`src/rtl/vault_pkg.sv`:
```
// Shared types and width helpers for the safe vault.
package vault_pkg;

  typedef enum logic [1:0] {
    IDLE,
    COUNTDOWN,
    UNLOCKED,
    ALARM
  } vault_state_e;

  function automatic int sec_w(input int timeout_s);
    return $clog2(timeout_s + 1);
  endfunction

  function automatic int try_w(input int max_tries);
    return $clog2(max_tries + 1);
  endfunction

endpackage

```
`src/rtl/vault_sec_tick.sv`:
```
// One-second tick generator for the vault countdown.
module vault_sec_tick #(
  parameter int CLK_PER_SEC = 50000000
) (
  input  logic clk,
  input  logic reset,
  input  logic clr,
  input  logic en,
  output logic tick
);

  localparam int CNT_W = $clog2(CLK_PER_SEC);
  localparam logic [CNT_W-1:0] LAST = CNT_W'(CLK_PER_SEC - 1);

  logic [CNT_W-1:0] cnt;

  assign tick = en && (cnt == LAST);

  always_ff @(posedge clk or posedge reset) begin
    if (reset) begin
      cnt <= '0;
    end else if (clr) begin
      cnt <= '0;
    end else if (en) begin
      cnt <= tick ? '0 : cnt + 1'b1;
    end
  end

endmodule

```
`src/rtl/safe_vault_gen2.sv`:
```
// Safe vault lock: armed countdown, passcode entry, unlock or sticky alarm.
// Optional runtime code change is enabled with VAULT_CODE_CHANGE_EN.
module safe_vault_gen2
  import vault_pkg::*;
#(
  parameter int                CODE_W       = 16,
  parameter logic [CODE_W-1:0] DEFAULT_CODE = 16'hE469,
  parameter int                CLK_PER_SEC  = 50000000,
  parameter int                TIMEOUT_S    = 5,
  parameter int                MAX_TRIES    = 3
) (
  input  logic                           clk,
  input  logic                           reset,
  input  logic                           ct_dn,
  input  logic                           enter_psw,
  input  logic [CODE_W-1:0]              passcode,
`ifdef VAULT_CODE_CHANGE_EN
  input  logic [CODE_W-1:0]              new_code,
  input  logic                           set_code,
`endif
  output logic                           unlock,
  output logic                           alarm,
  output logic                           start,
  output logic [sec_w(TIMEOUT_S)-1:0]    sec,
  output logic [try_w(MAX_TRIES)-1:0]    tries_left
);

  localparam int SEC_W = sec_w(TIMEOUT_S);
  localparam int TRY_W = try_w(MAX_TRIES);

  vault_state_e      state;
  vault_state_e      state_n;
  logic [SEC_W-1:0]  sec_n;
  logic [TRY_W-1:0]  tries_n;
  logic [CODE_W-1:0] code;
  logic              enter_q;
  logic              enter_edge;
  logic              match;
  logic              tick;

  assign enter_edge = enter_psw & ~enter_q;
  assign match      = (passcode == code);

  always_ff @(posedge clk or posedge reset) begin
    if (reset) enter_q <= 1'b0;
    else       enter_q <= enter_psw;
  end

`ifdef VAULT_CODE_CHANGE_EN
  always_ff @(posedge clk or posedge reset) begin
    if (reset) begin
      code <= DEFAULT_CODE;
    end else if (state == UNLOCKED && set_code) begin
      code <= new_code;
    end
  end
`else
  assign code = DEFAULT_CODE;
`endif

  vault_sec_tick #(
    .CLK_PER_SEC(CLK_PER_SEC)
  ) u_tick (
    .clk  (clk),
    .reset(reset),
    .clr  (state != COUNTDOWN),
    .en   (state == COUNTDOWN),
    .tick (tick)
  );

  always_ff @(posedge clk or posedge reset) begin
    if (reset) begin
      state      <= IDLE;
      sec        <= '0;
      tries_left <= '0;
    end else begin
      state      <= state_n;
      sec        <= sec_n;
      tries_left <= tries_n;
    end
  end

  always_comb begin
    state_n = state;
    sec_n   = sec;
    tries_n = tries_left;
    unique case (state)
      IDLE: begin
        if (ct_dn) begin
          state_n = COUNTDOWN;
          sec_n   = SEC_W'(TIMEOUT_S);
          tries_n = TRY_W'(MAX_TRIES);
        end
      end
      COUNTDOWN: begin
        // Correct entry beats abort, which beats wrong entry and timeout.
        if (enter_edge && match) begin
          state_n = UNLOCKED;
        end else if (!ct_dn) begin
          state_n = IDLE;
          sec_n   = '0;
          tries_n = '0;
        end else begin
          if (enter_edge && tries_left != '0) begin
            tries_n = tries_left - 1'b1;
            if (tries_left == TRY_W'(1)) state_n = ALARM;
          end
          if (tick && sec != '0) begin
            sec_n = sec - 1'b1;
            if (sec == SEC_W'(1)) state_n = ALARM;
          end
        end
      end
      UNLOCKED: begin
        if (!ct_dn) begin
          state_n = IDLE;
          sec_n   = '0;
          tries_n = '0;
        end
      end
      ALARM: begin
        state_n = ALARM;
      end
      default: begin
        state_n = IDLE;
      end
    endcase
  end

  assign unlock = (state == UNLOCKED);
  assign alarm  = (state == ALARM);
  assign start  = (state == COUNTDOWN);

endmodule

```
`config.mk`:
```
export PLATFORM = sky130hd
export DESIGN_NAME = safe_vault_gen2
export DESIGN_NICKNAME = d
export VERILOG_FILES = /design/src/rtl/vault_pkg.sv /design/src/rtl/vault_sec_tick.sv /design/src/rtl/safe_vault_gen2.sv
export SDC_FILE = /design/constraint.sdc
export NUM_CORES = 1
export LEC_CHECK = 0
export ABC_CLOCK_PERIOD_IN_PS = 2100
export CAP_MARGIN = 5
export CORE_ASPECT_RATIO = 0.6
export CORE_UTILIZATION = 50
export DETAILED_ROUTE_END_ITERATION = 8
export PLACE_DENSITY = 0.78
export SLEW_MARGIN = 20
export SYNTH_ARGS = -nofsm -noshare
export SYNTH_HDL_FRONTEND = slang
export SYNTH_HIERARCHICAL = 1
export SYNTH_SLANG_ARGS = --single-unit
```
`constraint.sdc`:
```
create_clock -name clk -period 2.1 [get_ports clk]
set_clock_uncertainty 0.2 [all_clocks]
set_input_delay 0.525 -clock clk [delete_from_list [all_inputs] [get_ports clk]]
set_output_delay 0.525 -clock clk [all_outputs]
set_load 0.05 [all_outputs]
```
# Word level (Yosys, flattened, before mapping)
# Cells that the tools add are included.
dict set report classes {
  n_addsub 3
  n_mul 0
  div_mod_pow 0
  order_cmp 0
  eq_ne 13
  shifts 0
  mux 23
  bitwise_logic 2
  n_reduce_logical 12
}
# cell n
set op_table {}
lappend op_table {{$mux 26} 3}
lappend op_table {{$add 26x1->26 const B} 1}
lappend op_table {{$eq 26x26->1 const B} 1}
lappend op_table {{$mux 2} 12}
lappend op_table {{$eq 16x16->1 const B} 1}
lappend op_table {{$mux 3} 5}
lappend op_table {{$reduce_and 5->1} 2}
lappend op_table {{$pmux 3 s3} 1}
lappend op_table {{$pmux 2 s4} 1}
lappend op_table {{$ne 2x2->1 const B} 3}
lappend op_table {{$ne 3x3->1 const B} 2}
lappend op_table {{$pmux 2 s3} 1}
lappend op_table {{$reduce_bool 3->1} 2}
lappend op_table {{$eq 2x1->1 const B} 2}
lappend op_table {{$eq 2x2->1 const B} 2}
lappend op_table {{$logic_and 1x1->1} 4}
lappend op_table {{$reduce_bool 2->1} 2}
lappend op_table {{$eq 3x1->1 const B} 1}
lappend op_table {{$sub 3x1->3 const B} 1}
lappend op_table {{$logic_not 2->1} 1}
lappend op_table {{$ne 2x1->1 const B} 1}
lappend op_table {{$reduce_and 2->1} 1}
lappend op_table {{$sub 2x1->2 const B} 1}
lappend op_table {{$and 1x1->1} 1}
lappend op_table {{$not 1->1} 1}
dict set report totals {
  reg_bits 34
  latch_bits 0
  ram_bits 0
  mem_bits_ro 0
  input_bits 20
  output_inout_bits 8
  word_cells 58
  n_memories 0
}

# Logic depth before layout (Yosys ltp)
dict set report logic_depth {
  ltp_word 9
  ltp_mapped 10
  depth_no_buf 9
}

# Hierarchy
# Netlist, hierarchy kept.
# module instances cells_each area_each_um2 seq_area_each_um2
set by_module_without_submodules {}
lappend by_module_without_submodules {vault_sec_tick 1 164 1512.7 650.6}
lappend by_module_without_submodules {safe_vault_gen2 1 92 798.3 200.2}

# Worst setup path before layout
# OpenSTA, ideal clock, no wires.
dict set report synth_timing {
  path_kind {flip-flop to flip-flop}
  from {register state[1]}
  to {register state[0]}
  setup_time_ps 66
  t_arrival_ps 2368
  required_time_ps 1834
  path_slack_ps -535
  path_stages_with_launch 10
  n_path_buf 0
  period_less_slack_ps 2635
  path_cell_list {dfrtp_1 > inv_1 > ha_1 > nand2_1 > nor4_4 > and2_4 > nor2b_1 > a32oi_1 > a21oi_1 > o32a_1}
}
dict set report synth_between {
  elab_chain_cells 7
  word_cells_on_any_way 13
  cone_classes {5 x eq/ne; 4 x mux; 4 x reduce/logical}
}
# element line
set synth_lines {}
lappend synth_lines {{start, declared} safe_vault_gen2.sv:31} ;# vault_state_e state;
lappend synth_lines {{start signal, assigned} safe_vault_gen2.sv:77} ;# state <= state_n;
lappend synth_lines {{$eq 2x1->1} n/a}
lappend synth_lines {{via start} safe_vault_gen2.sv:23} ;# output logic start,
lappend synth_lines {{$logic_and 1x1->1} vault_sec_tick.sv:17} ;# assign tick = en && (cnt == LAST);
lappend synth_lines {{via tick} safe_vault_gen2.sv:39} ;# logic tick;
lappend synth_lines {{$logic_and 1x1->1} safe_vault_gen2.sv:108} ;# if (tick && sec != '0) begin
lappend synth_lines {{$mux 2} safe_vault_gen2.sv:108}
lappend synth_lines {{$mux 2} safe_vault_gen2.sv:99} ;# end else if (!ct_dn) begin
lappend synth_lines {{$mux 2} safe_vault_gen2.sv:97} ;# if (enter_edge && match) begin
lappend synth_lines {{$pmux 2 s4} safe_vault_gen2.sv:87} ;# unique case (state)
# The timed path passes the listed nets, and every way through them passes these cells.
# A chain may end at the register's enable or synchronous reset.

# Final worst setup path
dict set report layout_timing {
  from {register u_tick.cnt[7]}
  to {register state[0]}
}
dict set report layout_between {
  elab_chain_cells 7
}
# element line
set layout_lines {}
lappend layout_lines {{start, declared} vault_sec_tick.sv:15} ;# logic [CNT_W-1:0] cnt;
lappend layout_lines {{start signal, assigned} vault_sec_tick.sv:25} ;# cnt <= tick ? '0 : cnt + 1'b1;
lappend layout_lines {{$eq 26x26->1} vault_sec_tick.sv:17}
lappend layout_lines {{$logic_and 1x1->1} vault_sec_tick.sv:17}
lappend layout_lines {{via tick} safe_vault_gen2.sv:39}
lappend layout_lines {{$logic_and 1x1->1} safe_vault_gen2.sv:108}
lappend layout_lines {{$mux 2} safe_vault_gen2.sv:108}
lappend layout_lines {{$mux 2} safe_vault_gen2.sv:99}
lappend layout_lines {{$mux 2} safe_vault_gen2.sv:97}
lappend layout_lines {{$pmux 2 s4} safe_vault_gen2.sv:87}
# The timed path passes the listed nets, and every way through them passes these cells.

==> run metrics <==
status=finished with violations; failing checks=negative setup slack; simple-gate share of the synthesized area=33.4%; Placed Instances=between 300 and 400; GPL Wtd Cong=between 0.9 and 1; Synth Cell Area=between 2000 and 2500 um2; sequential fraction of the synthesis area=36.8%; Clock Latency Late Sink=around 0.3 ns; wire per inst=~18 um; clock buffer depth=2; clock power share=~18%; EDFF count, synth=0; Root Driver=clkbuf_8; Switch Pwr=1.16 mW; row count=18; mux share of post-synthesis cell area=less than 1%; Sw Ratio=44.3%; Crit Path Class=reg2reg; Worst path top cell family by delay=simple AND/OR/NAND/NOR gates; Yosys reg bits=34; worst-margin pin slew=between 0.4 and 0.5 ns; total grt overflow=0; Ys Warns=6; CORE AREA=4260 um2; Port Buffers=27; Cell Count, Final, Fillers Out=between 300 and 400; first-pass GRT wire length=roughly 11 mm; leak pwr=1.34 nW; Detailed Route WL=around 6.9 mm; combinational share of power=between 50 and 60%; pwr/cell area=about 830 nW/um2; # DRC=0; Worst Path Required=2.13 ns; HPWL after DPL=5.14 mm; final setup violating endpoints=1; Place WS=-0.348 ns; Mapped Nets=between 200 and 300; Seq pwr share=between 30% and 40%; antenna cells=0; fin crit period=2.11 ns; cell internal pwr=roughly 1.5 mW; Top Ports=28; Seq. cell area=about 850 um2; Worst Hold Class=in2async; H-tree depth=2; Mapped Cells=about 260; Synth area leaders=dfrtp_1, ha_1, xor2_1; Layout area overhead=35.7%; final worst slack=-0.0104 ns; nature of the critical path endpoint=register; flop-to-flop setup slack=-0.01 ns; Synth Area in Compound Gates=10.2%; Detailed Routing Iterations Pass 1=5; Worst Hold Margin=between 0.3 and 0.4 ns; Placed Instance Area=2950 um2; Die Ht=about 55 um; cell taking the most area after synthesis=dfrtp_1; CTS tree=yes; largest net degree at the start of global routing=27; total number of vias=roughly 2,400; Buffers & Inverters on Critical Path=0; clock slew at reported path FFs=approximately 0.070 ns; Final Instance Area=roughly 3100 um2; final core utilization=approximately 74%; fmax=around 470 MHz; Max-cap violations=0; Critical Path Slowest Stage Cell=dfrtp_1; Worst slew margin=a little over 70%; final hold violation count=0; post-synth top area share=36.8%; Initial Util=54.3%; Peak supply drop=just under 0.0009 V; Post-Synth Adder-Cell Area=6.50%; Setup crit start kind=register; fin crit share=100%; Crit Path Max Fanout=3; CP arrival=about 2.1 ns; DRT iter0 DRCs=around 310; clk sinks=34; Vias/cell=slightly above 6; post-route ant nets=0; Yosys cell types=49; Most used DFF post-synth=dfrtp_1; die area=slightly below 5000 um2; worst-path cell chain=nor4_4 -> and4_4 -> and2_4 -> nor2b_4 -> a32oi_2 -> a21oi_1 -> o32a_1; vias in the first global route=2,009; max-slew violations=0; # fillers=approximately 280; total power=2.61 mW; largest family of logic cells by synthesized area=simple AND/OR/NAND/NOR gates; share of cells above drive strength 1=roughly 28%; Fin Setup TNS=-0.0104 ns; Worst path max stage delay=between 0.4 and 0.5 ns; RSZ-0062 raised after global routing=true; # nets final=between 300 and 400; initial antenna violation count=0; CTS buffer count=5; Multi-input gate area=around 1500 um2; total track usage=between 20% and 30%; cts hold-fix bufs=0; ys async rst share=100%; Synth Area in XOR/XNOR=7.58%; die width=between 80 and 90 um; Mapped Avg Cell Area=9.03 um2
[worst paths after layout]
| check | from | to | cells past startpoint |
|---|---|---|---|
| worst max-delay path | u_tick/cnt[7] | state[0] | 7 |
| max in group asynchronous | reset | u_tick/cnt[8] | 3 |
| worst max register to register | u_tick/cnt[7] | state[0] | 7 |
| worst min register to register | u_tick/cnt[25] | u_tick/cnt[25] | 2 |
| worst min-delay path | reset | tries_left[0] | 2 |
| min in group clk | u_tick/cnt[25] | u_tick/cnt[25] | 2 |
[power groups by stage]
stage          registers, mW  logic, mW  clock network [mW]
6_report               0.804       1.33               0.481
5_1_grt                0.816       1.42               0.506
4_1_cts                0.803       1.26               0.479
3_5_place_dp           0.813       1.24                   0
3_3_place_gp           0.808       1.21                   0
2_1_floorplan          0.942      0.699                   0
[sequential cells by signal, indices dropped and copies added (netlist names)]
register    cells
enter_q         1
u_tick/cnt     26
sec             3
state           2
tries_left      2
[placed cells by master (no fill, tap or decap), types with 3 or more instances in the layout]
| cell | synthesis | final |
|---|---|---|
| buf_4 | 0 | 47 |
| a22oi_1 | 3 | 3 |
| clkdlybuf4s50_1 | 0 | 18 |
| nand4_1 | 17 | 17 |
| o211ai_1 | 5 | 5 |
| clkbuf_8 | 0 | 5 |
| o21ai_0 | 9 | 9 |
| xnor2_1 | 5 | 5 |
| ha_1 | 12 | 9 |
| buf_12 | 0 | 3 |
| nand3_1 | 14 | 13 |
| nor4_4 | 2 | 5 |
| dfrtp_1 | 34 | 33 |
| nor4_1 | 7 | 3 |
| nor2_2 | 1 | 3 |
| nand4b_1 | 4 | 4 |
| nor2_1 | 34 | 32 |
| inv_1 | 11 | 10 |
| and3_1 | 3 | 3 |
| xor2_1 | 15 | 15 |
| a21oi_1 | 14 | 13 |
| nor3_2 | 0 | 3 |
| or3_1 | 3 | 3 |
| nor3_1 | 6 | 3 |
| nand2_1 | 23 | 22 |
[kinds of logic after synthesis]
kind of cell             Yosys count
XOR/XNOR                          20
adder cells (fa/ha/maj)           12
multiplexers                       2
AO/OA/AOI/OAI                     37
AND/OR/NAND/NOR                  132
buffers and inverters             19
flip-flops                        34
[cells in the mapped netlist (2+ instances only)]
cell type  count
or3_1          3
ha_1          12
a22oi_1        3
nor2_1        34
o211ai_1       5
nor4_4         2
nand4b_1       4
nor4bb_1       2
nor3_1         6
nand3_1       14
nand4_1       17
clkbuf_2       2
a21oi_1       14
and3_1         3
nor4_1         7
dfrtp_1       34
o21ai_0        9
nand2_1       23
xnor2_1        5
xor2_1        15
inv_1         11
buf_6          4
[final cells by class]
type	count	area share [%]
multi-input combinational	203	47.3
sequential	34	27.2
timing repair buffer	69	19.3
tap	60	2.39
clock buffer	5	2.19
inverter	11	1.32
clock inverter	2	0.319
[layer usage]
metal  vias up  GRT usage [%]  wire, um
met5         -              0         0
met4         0           7.10        89
met3        17           9.86       845
met2       158           40.6      2800
met1      1118           42.1      3180
li1       1063              -         -
[repair_timing]
action | in CTS | in global routing
pin swaps | 1 | 9
setup buffers | 0 | 2
gates resized for setup | 5 | 14
setup endpoints to repair | 9 | 15
Power figures use the tool's default switching activity.
